<file path="config.mk">
export PLATFORM = sky130hd
export DESIGN_NAME = multicycle_ctrl_flat
export DESIGN_NICKNAME = d
export VERILOG_FILES = /design/src/rtl/multicycle_ctrl_if.sv /design/src/rtl/multicycle_ctrl.sv /design/src/flat_wrapper.sv
export SDC_FILE = /design/constraint.sdc
export NUM_CORES = 1
export LEC_CHECK = 0
export ABC_AREA = 1
export CELL_PAD_IN_SITES_DETAIL_PLACEMENT = 1
export CELL_PAD_IN_SITES_GLOBAL_PLACEMENT = 2
export CORE_UTILIZATION = 27
export CTS_CLUSTER_DIAMETER = 60
export CTS_CLUSTER_SIZE = 10
export DETAILED_ROUTE_END_ITERATION = 8
export PLACE_DENSITY = 0.88
export SYNTH_ARGS = -nofsm -noshare
export SYNTH_HDL_FRONTEND = slang
export SYNTH_SLANG_ARGS = --single-unit
</file>
<file path="constraint.sdc">
create_clock -name clk -period 2.1 [get_ports clk]
set_input_delay 0.63 -clock clk [delete_from_list [all_inputs] [get_ports clk]]
set_output_delay 0.63 -clock clk [all_outputs]
set_load 0.03 [all_outputs]
</file>
<file path="src/rtl/multicycle_ctrl_if.sv">
// multicycle_ctrl_if: control/status bundle between the multicycle controller and the LEGv8 datapath.
// Latency: n/a (wiring only).
// Backpressure: mem_ready is the only stall input; the controller holds its memory request until it is seen.
// Ports: Op/zero/mem_ready flow datapath->controller; enables, mux selects, illegal, state_o and
//        instr_count flow controller->datapath. master = controller side, slave = datapath side.
interface multicycle_ctrl_if #(
  parameter int CNT_W = 32
);
  logic [10:0]      Op;
  logic             zero;
  logic             mem_ready;
  logic             PCWrite;
  logic             PCSrc;
  logic             IRWrite;
  logic             Reg2Loc;
  logic             ALUSrc;
  logic [1:0]       ALUOp;
  logic             MemRead;
  logic             MemWrite;
  logic             MemtoReg;
  logic             RegWrite;
  logic             illegal;
  logic [3:0]       state_o;
  logic [CNT_W-1:0] instr_count;

  modport master (
    input  Op, zero, mem_ready,
    output PCWrite, PCSrc, IRWrite, Reg2Loc, ALUSrc, ALUOp, MemRead, MemWrite,
           MemtoReg, RegWrite, illegal, state_o, instr_count
  );

  modport slave (
    output Op, zero, mem_ready,
    input  PCWrite, PCSrc, IRWrite, Reg2Loc, ALUSrc, ALUOp, MemRead, MemWrite,
           MemtoReg, RegWrite, illegal, state_o, instr_count
  );
endinterface

</file>
<file path="src/rtl/multicycle_ctrl.sv">
// multicycle_ctrl: FSM sequencing a shared ALU/unified memory for LDUR, STUR, CBZ and R-format.
// Latency: R 4, LDUR 5, STUR 4, CBZ 3, illegal 2 cycles; +1 per mem_ready=0 cycle in FETCH/MEM_RD/MEM_WR.
// Backpressure: FETCH, MEM_RD and MEM_WR hold their request until mem_ready=1; other states ignore it.
// Ports: clk (rising edge), reset (async, active low), bus (master modport: Op/zero/mem_ready in,
//        datapath enables/selects, illegal pulse, state_o and retired-instruction count out).
module multicycle_ctrl #(
  parameter int CNT_W = 32
) (
  input  logic               clk,
  input  logic               reset,
  multicycle_ctrl_if.master  bus
);

  typedef enum logic [3:0] {
    IDLE   = 4'd0,
    FETCH  = 4'd1,
    DECODE = 4'd2,
    EXEC_R = 4'd3,
    WB_R   = 4'd4,
    ADDR   = 4'd5,
    MEM_RD = 4'd6,
    WB_LD  = 4'd7,
    MEM_WR = 4'd8,
    BRANCH = 4'd9
  } state_t;

  state_t           state_q, state_d;
  logic             retire;
  logic [CNT_W-1:0] instr_count_q;

  // Outputs that depend only on the state are registered from state_d so they line up with state_q.
  logic       mem_read_q, mem_write_q, alu_src_q, mem_to_reg_q, reg_write_q, reg2loc_q;
  logic [1:0] alu_op_q;

  logic is_ldur, is_stur, is_cbz, is_rfmt, is_legal;

  assign is_ldur  = (bus.Op == 11'b11111000010);
  assign is_stur  = (bus.Op == 11'b11111000000);
  assign is_cbz   = (bus.Op[10:3] == 8'b10110100);
  assign is_rfmt  = (bus.Op == 11'b10001011000) || (bus.Op == 11'b11001011000) ||
                    (bus.Op == 11'b10001010000) || (bus.Op == 11'b10101010000);
  assign is_legal = is_ldur || is_stur || is_cbz || is_rfmt;

  always_comb begin
    state_d = IDLE;
    retire  = 1'b0;
    case (state_q)
      IDLE:   state_d = FETCH;
      FETCH:  state_d = bus.mem_ready ? DECODE : FETCH;
      DECODE: begin
        if (is_rfmt)                 state_d = EXEC_R;
        else if (is_ldur || is_stur) state_d = ADDR;
        else if (is_cbz)             state_d = BRANCH;
        else                         state_d = FETCH;
      end
      EXEC_R: state_d = WB_R;
      WB_R: begin
        state_d = FETCH;
        retire  = 1'b1;
      end
      // Op is held by the IR, so the load/store choice made in DECODE is still valid here.
      ADDR:   state_d = is_stur ? MEM_WR : MEM_RD;
      MEM_RD: state_d = bus.mem_ready ? WB_LD : MEM_RD;
      WB_LD: begin
        state_d = FETCH;
        retire  = 1'b1;
      end
      MEM_WR: begin
        state_d = bus.mem_ready ? FETCH : MEM_WR;
        retire  = bus.mem_ready;
      end
      BRANCH: begin
        state_d = FETCH;
        retire  = 1'b1;
      end
      default: state_d = IDLE;
    endcase
  end

  always_ff @(posedge clk or negedge reset) begin
    if (!reset) begin
      state_q       <= IDLE;
      instr_count_q <= '0;
      mem_read_q    <= 1'b0;
      mem_write_q   <= 1'b0;
      alu_src_q     <= 1'b0;
      mem_to_reg_q  <= 1'b0;
      reg_write_q   <= 1'b0;
      reg2loc_q     <= 1'b0;
      alu_op_q      <= 2'b00;
    end else begin
      state_q <= state_d;
      if (retire) instr_count_q <= instr_count_q + CNT_W'(1);
      mem_read_q   <= (state_d == FETCH) || (state_d == MEM_RD);
      mem_write_q  <= (state_d == MEM_WR);
      alu_src_q    <= (state_d == ADDR) || (state_d == MEM_RD) || (state_d == MEM_WR);
      mem_to_reg_q <= (state_d == WB_LD);
      reg_write_q  <= (state_d == WB_R) || (state_d == WB_LD);
      reg2loc_q    <= (state_d == MEM_WR) || (state_d == BRANCH);
      if ((state_d == EXEC_R) || (state_d == WB_R)) alu_op_q <= 2'b10;
      else if (state_d == BRANCH)                   alu_op_q <= 2'b01;
      else                                          alu_op_q <= 2'b00;
    end
  end

  // Mealy terms: fetch completion, taken branch, and the Op-dependent DECODE outputs
  // (the IR is only loaded on the edge entering DECODE, so these cannot be pre-registered).
  assign bus.IRWrite     = (state_q == FETCH) && bus.mem_ready;
  assign bus.PCWrite     = ((state_q == FETCH) && bus.mem_ready) || ((state_q == BRANCH) && bus.zero);
  assign bus.PCSrc       = (state_q == BRANCH) && bus.zero;
  assign bus.Reg2Loc     = reg2loc_q || ((state_q == DECODE) && (is_stur || is_cbz));
  assign bus.illegal     = (state_q == DECODE) && !is_legal;
  assign bus.ALUSrc      = alu_src_q;
  assign bus.ALUOp       = alu_op_q;
  assign bus.MemRead     = mem_read_q;
  assign bus.MemWrite    = mem_write_q;
  assign bus.MemtoReg    = mem_to_reg_q;
  assign bus.RegWrite    = reg_write_q;
  assign bus.state_o     = state_q;
  assign bus.instr_count = instr_count_q;

endmodule

</file>
<file path="src/flat_wrapper.sv">
// flat-port wrapper written by rule: the top's interface ports become plain ports
module multicycle_ctrl_flat 
#(
  parameter int CNT_W = 32
)
  (clk, reset, bus_Op, bus_zero, bus_mem_ready, bus_PCWrite, bus_PCSrc, bus_IRWrite, bus_Reg2Loc, bus_ALUSrc, bus_ALUOp, bus_MemRead, bus_MemWrite, bus_MemtoReg, bus_RegWrite, bus_illegal, bus_state_o, bus_instr_count);
  multicycle_ctrl_if #(.CNT_W(CNT_W)) bus_i ();
  input  logic clk;
  input  logic reset;
  input wire logic [$bits(bus_i.Op)-1:0] bus_Op;
  input wire logic [$bits(bus_i.zero)-1:0] bus_zero;
  input wire logic [$bits(bus_i.mem_ready)-1:0] bus_mem_ready;
  output wire logic [$bits(bus_i.PCWrite)-1:0] bus_PCWrite;
  output wire logic [$bits(bus_i.PCSrc)-1:0] bus_PCSrc;
  output wire logic [$bits(bus_i.IRWrite)-1:0] bus_IRWrite;
  output wire logic [$bits(bus_i.Reg2Loc)-1:0] bus_Reg2Loc;
  output wire logic [$bits(bus_i.ALUSrc)-1:0] bus_ALUSrc;
  output wire logic [$bits(bus_i.ALUOp)-1:0] bus_ALUOp;
  output wire logic [$bits(bus_i.MemRead)-1:0] bus_MemRead;
  output wire logic [$bits(bus_i.MemWrite)-1:0] bus_MemWrite;
  output wire logic [$bits(bus_i.MemtoReg)-1:0] bus_MemtoReg;
  output wire logic [$bits(bus_i.RegWrite)-1:0] bus_RegWrite;
  output wire logic [$bits(bus_i.illegal)-1:0] bus_illegal;
  output wire logic [$bits(bus_i.state_o)-1:0] bus_state_o;
  output wire logic [$bits(bus_i.instr_count)-1:0] bus_instr_count;
  assign bus_i.Op = bus_Op;
  assign bus_i.zero = bus_zero;
  assign bus_i.mem_ready = bus_mem_ready;
  assign bus_PCWrite = bus_i.PCWrite;
  assign bus_PCSrc = bus_i.PCSrc;
  assign bus_IRWrite = bus_i.IRWrite;
  assign bus_Reg2Loc = bus_i.Reg2Loc;
  assign bus_ALUSrc = bus_i.ALUSrc;
  assign bus_ALUOp = bus_i.ALUOp;
  assign bus_MemRead = bus_i.MemRead;
  assign bus_MemWrite = bus_i.MemWrite;
  assign bus_MemtoReg = bus_i.MemtoReg;
  assign bus_RegWrite = bus_i.RegWrite;
  assign bus_illegal = bus_i.illegal;
  assign bus_state_o = bus_i.state_o;
  assign bus_instr_count = bus_i.instr_count;
  multicycle_ctrl #(.CNT_W(CNT_W)) u_core (.clk(clk), .reset(reset), .bus(bus_i));
endmodule
</file>
-- After elaboration in Yosys (flattened, before gate mapping)
Cells that the tools add are included.
- register bits: 44
- logic and storage cells: 68
- add/sub/neg operators: 1
- equal/unequal tests: 24
- mux-type cells: 11
- reductions and logical operators: 23
- operators with widths (operator ; count):
    == test 11 bit, second input constant ; 6
    adder 32 x 1 -> 32 bit, second input constant ; 1
    == test 4 x 3 -> 1 bit, second input constant ; 8
    case mux 4 bit (7 select lines) ; 1
    2-to-1 mux 4 bit ; 5
    == test 4 bit, second input constant ; 4
    logical OR 1 bit ; 15
    == test 4 x 2 -> 1 bit, second input constant ; 3
    == test 4 x 1 -> 1 bit, second input constant ; 2
    == test 8 bit, second input constant ; 1
    logical AND 1 bit ; 4
    zero test 4 bit ; 1
    2-to-1 mux 2 bit ; 2
    OR reduction 4 bit ; 1
    OR reduction 3 bit ; 1
    2-to-1 mux 1 bit ; 2
    case mux 1 bit (2 select lines) ; 1
    zero test 1 bit ; 1

-- Logic depth before layout (Yosys ltp)
Gate-level depths: netlist of run 1.
- depth in word-level cells: 9
- mapped depth: 11
- depth with buffers taken out: 11

-- Worst setup path after synthesis of run 1
OpenSTA, ideal clock, no wires.
- kind: flip-flop to output port
- start point: register u_core.state_q[0], in the netlist u_core.bus.state_o[0]
- end point: output bus_PCWrite
- arrival: 1608 ps
- setup slack: -138 ps
- stages on the path, launching flop included: 5
- cells stage by stage: dfrtp_1 > nand2_1 > nor2_2 > inv_1 > o21ai_0
- longest elaborated chain between the ends: 3
- elaborated cells between the ends (all ways): 5
- ends and longest elaborated chain (element ; line ; source):
    start: declaration ; multicycle_ctrl.sv:27 ; state_t state_q, state_d;
    start signal: assignment ; multicycle_ctrl.sv:92 ; state_q <= state_d;
    == test 4 x 1 -> 1 bit or == test 4 bit (tied branches) ; multicycle_ctrl.sv:109 ; assign bus.PCWrite = ((state_q == FETCH) && bus.mem_ready) || ((state_q == BRANCH) && bus.zero);
    logical AND 1 bit ; multicycle_ctrl.sv:109 ;
    logical OR 1 bit * ; multicycle_ctrl.sv:109 ;
    end: declaration ; flat_wrapper.sv:13 ; output wire logic [$bits(bus_i.PCWrite)-1:0] bus_PCWrite;
Every way passes the cells marked *; elsewhere a longest branch is shown, timed or not.

-- Worst setup path after layout of run 1
- start point: register u_core.state_q[3], in the netlist u_core.bus.state_o[3]
- end point: output bus_Reg2Loc
- longest elaborated chain between the ends: 3
- ends and longest elaborated chain (element ; line ; source):
    == test 4 x 2 -> 1 bit ; multicycle_ctrl.sv:111 ; assign bus.Reg2Loc = reg2loc_q || ((state_q == DECODE) && (is_stur || is_cbz));
    logical AND 1 bit ; multicycle_ctrl.sv:111 ;
    logical OR 1 bit ; multicycle_ctrl.sv:111 ;
    end: declaration ; flat_wrapper.sv:16 ; output wire logic [$bits(bus_i.Reg2Loc)-1:0] bus_Reg2Loc;
No other way between the ends.

==> impl_results.md, run 1 <==
* Number of global-route vias before repair at 3378
* Hpwl dp at 7.14 mm
* Worst path max stage delay at 0.44 ns
* Critical path peak fanout at 6
* Failing checks: negative setup slack
* Fmax at 449 MHz
* Antenna fix cells at 0
* Final setup margin at -0.125 ns
* First-pass GRT wire length at 16.7 mm
* Skew final at 0.00846 ns
* Non-Filler Instances at 675
* Root Buffer: clkbuf_8
* Syn avg cell area at 6.71 sq um
* HP Class: in -> async
* Clock Tree Buf Depth at 2
* Synthesized instance count at 416
* Synth Register Bits at 44
* CP max stage cell: dfrtp_2
* Pwr dens at 761 nW/um^2
* Setup TNS at -0.207 ns
* Port Buf Inserts at 62
* Total Routing Usage GR at 0.196
* Most common cell after layout, fill and taps aside: nand2_1
* Buf/Inv on CP at 2
* Critical path cell sequence: nor2_4, inv_2, nor2_4, nand4_1, nand3b_1, buf_6
* R2R setup slack at 0.15 ns
* Met1 Routed Length at 4.40 mm
* Initial antenna violation count at 0
* R2R cell count at 11
* Placed instance count at 633
* WP data arrival at 1.60 ns
* Top Family by Delay on Critical Path: simple AND/OR/NAND/NOR gates
* Cell Area, Placed at 3740 sq um
* Clk sinks at 44
* Initial Util at 0.282
* DRT Wirelength at 10.0 mm
* VDD IR-drop max at 0.000338 V
* Wire per inst at 14.9 um
* Sequential cell area at 1110 sq um
* CP Capture Point: bus_Reg2Loc
* Vias per inst at 4.57
* Final setup violation count at 2
* Mapped Nets at 432
* Cell variety after synth at 26
* Routed Antenna Nets at 0
* DRC at 0
* Worst-skew pair later-pin latency at 0.31 ns
* Reg2reg start: u_core.bus.state_o[3]
* Layout cells sized above 1 at 0.251
* WHS at 0.265 ns
* Core ar. at 9910 sq um
* Data required, critical path at 1.47 ns
* CP Capture Type: output pin
* Synth-to-layout area growth at 50.2%
* Clock H-tree levels at 2
* Yosys warns at 0
* RSZ-0062 raised after global routing: true
* GPL Wtd Cong at 0.838
* Sequential area share after synthesis at 0.394
* Mapped cell area at 2790 sq um
* Via count at 3084
* Crit. Startpoint: u_core.bus.state_o[3]
* Die Wd at 104 um
* Slew margin rel. at 0.676
* CTS tree: done
* Clock buffer count from CTS at 5
* Most frequent CP cell: nor2_4
* Max_cap viols at 0
* Status: finished with violations
* Final Cell Area at 4200 sq um
* Largest net degree at the start of global routing at 27
* 1st-iter DRT viols at 89
* Nets at 557
* Hold Fails Final Rpt at 0
* Top sig layer: met4
* Static Leak at 2.13 nW
* Gr ovfl total at 0
* Clock slew at reported path FFs at 0.09 ns
* Final critical-path required period at 2.23 ns
* Drt pass-1 iters at 4
* Worst R2R End: u_core.bus.instr_count[26]
* Crit path kind: reg -> out
* Met3 routed WL at 294 um
* Period Utilization, post-route at 1.06
* Fillers at 1290
* Ports at 63
* Most frequent cells in the layout: nand2_1 (153), buf_4 (56), nor2_1 (50)
* Die Ht at 104 um
* Critical Path Stages at 6
* Area occupied by multi-input gates at 1580 sq um
* Worst Tran Pin Value at 0.486 ns
* Critical Path Source Type: flop
* Area of the die at 10800 sq um
* Num rows at 36
* Met2 Wirelength at 5.20 mm
* Hold_buf cts at 0
* Pins Over Slew Limit at 0
* Tot Pwr at 0.00319 W
[Yosys cell counts (all sizes together)]
cell type / count / area share
a21oi: 3 / 0.0054
nand3b: 4 / 0.011
xor2: 13 / 0.041
o21ai: 14 / 0.025
buf: 4 / 0.010
nor3: 10 / 0.020
nor2: 69 / 0.11
xnor2: 7 / 0.022
dfrtp: 44 / 0.39
inv: 50 / 0.068
nand3: 29 / 0.058
clkinv: 1 / 0.0013
nand2: 158 / 0.21
ha: 1 / 0.0045
nand4: 9 / 0.020
[layer usage]
| layer | global-route usage | vias to the layer above |
|---|---|---|
| li1 | - | 1542 |
| met1 | 0.233 | 1489 |
| met2 | 0.360 | 43 |
| met3 | 0.0340 | 10 |
| met4 | 0.0582 | 0 |
| met5 | 0 | - |
[cell families (layout without fill, tap and decap cells)]
logic type,after synthesis,in the layout,synth area share
flip-flops,44,44,0.394
buffers and inverters,55,181,0.0798
AO/OA/AOI/OAI,17,17,0.0305
XOR/XNOR,20,20,0.0627
adder cells (fa/ha/maj),1,1,0.00448
AND/OR/NAND/NOR,279,279,0.428
[registers in the layout, indices dropped and copies added, names as in the netlist]
register	flops
u_core.bus.instr_count	32
u_core.bus.ALUSrc	1
u_core.reg2loc_q	1
u_core.bus.MemRead	1
u_core.bus.MemtoReg	1
u_core.bus.RegWrite	1
u_core.bus.MemWrite	1
u_core.bus.ALUOp	2
u_core.bus.state_o	4
[through the flow]
step / setup WS (ns) / utilization
2_1_floorplan: 0.0237 / -
3_3_place_gp: -0.375 / 0.378
3_5_place_dp: -0.431 / 0.378
4_1_cts: -0.0431 / 0.407
5_1_grt: -0.204 / 0.423
6_report: -0.125 / 0.423
[area by class of cell]
class	instances	area share
repair buffers	122	0.252
well taps	133	0.0397
clock inverters	2	0.00239
flip-flops and latches	44	0.264
clock buffers	6	0.0197
multi-input cells	317	0.376
inverters	51	0.0462
[repair_timing]
item / in CTS / in global routing
endpoints found under the setup margin: 17 / 17
pin swaps: 24 / 14
resized for setup: 79 / 35
setup buffers: 27 / 7
[report_power, final]
part	internal (W)	switching, W
sequential	0.000974	0.000121
combinational	0.000585	0.000929
clock	0.000263	0.000322
[worst min path at each step]
stage | end | slack [ns] | from | depth (start not counted)
finish | u_core.bus.instr_count[0] | 0.27 | reset | 1
CTS | u_core.bus.instr_count[0] | 0.28 | reset | 1
floorplan | u_core.bus.ALUOp[0] | 0.33 | reset | 0
global route | u_core.bus.instr_count[17] | 0.29 | reset | 1
detailed placement | u_core.bus.instr_count[5] | 0.52 | u_core.bus.instr_count[5] | 1
global placement | u_core.bus.instr_count[5] | 0.53 | u_core.bus.instr_count[5] | 1
No activity file was read; power rests on OpenSTA's default activity.
==> inputs of run 2 (changes only) <==
- CAP_MARGIN: default -> 20
==> results of run 2 <==
No change in the layout: final DEF, timing and power equal those of run 1.
==> inputs of run 3 (changes only) <==
- ABC_AREA: 1 -> 0
- CORE_UTILIZATION: 27 -> 29
- PLACE_DENSITY: 0.88 -> 0.87
==> impl_results.md, run 3 <==
* Cell variety after synth at 48
* Layout cells sized above 1 at 0.308
* Pwr dens at 838 nW/um^2
* Hold_buf cts at 0
* Largest register FFs at 32
* Core ar. at 7370 sq um
* Sequential Power Share at 0.347
* Syn avg cell area at 10.4 sq um
* Via count at 2047
* Period Utilization, post-route at 1.25
* Synth top cells by count: dfrtp_1 (44), nand2_1 (21), xnor2_1 (18)
* Yosys warns at 0
* Most used DFF post-synth: dfrtp_1
* Total Routing Usage GR at 0.157
* Switching portion of total power at 0.359
* Final critical-path required period at 2.62 ns
* Critical Path Source Type: input pin
* Post-synth top area cell: dfrtp_1
* Initial antenna violation count at 0
* DRT Wirelength at 6.28 mm
* Crit path kind: in -> out
* Final setup margin at -0.522 ns
* Most frequent CP cell: buf_6
* Synth Register Bits at 44
* Xor/xnor share of the synthesized area at 0.121
* Die Ht at 89.9 um
* 1st-iter DRT viols at 37
* Pins Over Slew Limit at 0
* Fmax at 381 MHz
* Most common cell after layout, fill and taps aside: dfrtp_1
* Worst-skew pair later-pin latency at 0.30 ns
* Clock slew at reported path FFs at 0.09 ns
* GPL Wtd Cong at 0.769
* Cell Area, Placed at 3210 sq um
* Multiplexer share of the synthesized area at 0.00503
* M2 GR Usage at 0.278
* Antenna fix cells at 0
* Port Buf Inserts at 62
* Hpwl dp at 4.41 mm
* Number of global-route vias before repair at 2105
* Gr ovfl total at 0
* EDFF count, synth at 0
* Critical path cell sequence: buf_6, or4b_4, buf_6, nor4_4, nand2_1, a21oi_2, or2_4, buf_6
* Comb power frac at 0.432
* Slew margin rel. at 0.632
* Mapped Nets at 232
* Final Cell Area at 3550 sq um
* Data required, critical path at 1.47 ns
* Area of the die at 8080 sq um
* Initial Util at 0.304
* Die Wd at 89.9 um
* Sequential area share after synthesis at 0.491
* Main combinational cell family by area after synthesis: simple AND/OR/NAND/NOR gates
* Worst Tran Pin Value at 0.552 ns
* Post-synthesis simple-gate area fraction at 0.263
* Hold Fails Final Rpt at 0
* Most frequent cells in the layout: dfrtp_1 (42), buf_4 (36), clkdlybuf4s50_1 (26)
* Most frequent cell after synthesis: dfrtp_1
* VDD IR-drop max at 0.000485 V
* Num rows at 31
* Nets at 336
* Clock Tree Buf Depth at 2
* First-pass GRT wire length at 10.3 mm
* DRC at 0
* HP Class: in -> async
* Async set-reset flop share out of synthesis at 1.00
* Largest net degree at the start of global routing at 45
* WP data arrival at 1.99 ns
* Vias per inst at 4.87
* Area contributors post-synth: dfrtp_1 (49%), xnor2_1 (7.0%), xor2_1 (5.1%)
* Clk sinks at 44
* RSZ-0062 raised after global routing: true
* Clock buffer count from CTS at 5
* Post-synth top area share at 0.491
* CTS tree: done
* Max_cap viols at 0
* Final setup violation count at 3
* Clock H-tree levels at 2
* Mapped cell area at 2240 sq um
* Synthesized instance count at 216
* Compound-gate portion of the synthesized area at 0.0905
* Clock network fraction of design power at 0.220
* Skew final at 0.00896 ns
* Sw power at 0.00107 W
* Routed Antenna Nets at 0
* Status: finished with violations
* CP Capture Type: output pin
* Grt met1 use at 0.196
* Wire per inst at 14.9 um
* Post-Synth Adder-Cell Area at 0.00558
* Met3 Use GR at 0.0296
* WHS at 0.409 ns
* Critical path peak fanout at 2
* CP max stage cell: or4b_4
* Failing checks: negative setup slack
* Static Leak at 1.79 nW
* Synth-to-layout area growth at 58.3%
* Internal Pwr Total at 0.00190 W
* Root Buffer: clkbuf_8
* Worst path max stage delay at 0.53 ns
* GRT busiest layer: met2
* Drt pass-1 iters at 4
* Ports at 63
-- run 3: what timing repair did --
action                     4_1_cts  5_1_grt
setup buffers                    9        2
hold endpoints to repair         0        0
resized for setup               68       31
setup endpoints to repair       17       35
pin swaps                       18       15
-- run 3: cell type report --
class                      instances  area [sq um]
clock inverter                     2          35.0
multi-input combinational        160          1250
clock buffer                       6          72.6
inverter                           6          22.5
timing repair buffer             103           945
tap                               99           124
sequential                        44          1100
fill                             812          3820
-- run 3: cells by family (layout without fill, tap and decap cells) --
| logic type | count (synthesis) | after routing |
|---|---|---|
| muxes | 1 | 1 |
| xor gates and xnor gates | 31 | 31 |
| DFF | 44 | 44 |
| adders and majority gates | 1 | 1 |
| AOI/OAI and AO/OA | 25 | 25 |
| and+or+nand+nor | 102 | 102 |
| buffers and inverters | 12 | 117 |
-- run 3: path summary, 6_finish.rpt --
kind	start	end	slack [ns]	cells past startpoint
setup / recovery	bus_Op[0]	bus_Reg2Loc	-0.52	8
hold / removal	reset	u_core.bus.instr_count[10]	0.41	2
setup reg to reg	u_core.bus.state_o[0]	u_core.bus.instr_count[3]	0.03	8
hold reg to reg	u_core.bus.instr_count[31]	u_core.bus.instr_count[31]	0.48	1
max in group asynchronous	reset	u_core.bus.state_o[0]	1.30	2
min in group clk	u_core.bus.instr_count[31]	u_core.bus.instr_count[31]	0.48	1
-- run 3: layer usage --
layer	share of wire	routed length, um	vias up
met5	0	0	-
met4	0.011	67	0
met3	0.041	256	7
met2	0.50	3150	58
met1	0.45	2810	1009
li1	-	-	973
-- run 3: stage by stage --
step           instances  power [W]  utilization  setup WS [ns]  setup TNS [ns]
2_1_floorplan        216    0.00168            -         -0.331          -0.675
3_3_place_gp         401    0.00216        0.435          -1.22           -9.63
3_5_place_dp         401    0.00219        0.435          -1.23          -10.20
4_1_cts              418    0.00296        0.466         -0.625           -1.28
5_1_grt              420    0.00311        0.481         -0.572           -1.30
6_report             420    0.00297        0.481         -0.522           -1.11
-- run 3: critical path: cells and delay by family --
| family | cells | cell delay (ns) |
|---|---|---|
| AO/OA/AOI/OAI | 1 | 0.12 |
| buffers and inverters | 3 | 0.35 |
| AND/OR/NAND/NOR | 4 | 0.89 |
-- run 3: power groups by stage --
stage                     clock [W]  combinational, W  sequential [W]
final                      0.000655           0.00128         0.00103
after global routing       0.000697           0.00137         0.00105
after CTS                  0.000667           0.00126         0.00103
after detailed placement          0           0.00114         0.00105
after global placement            0           0.00112         0.00104
after floorplan                   0          0.000443         0.00123
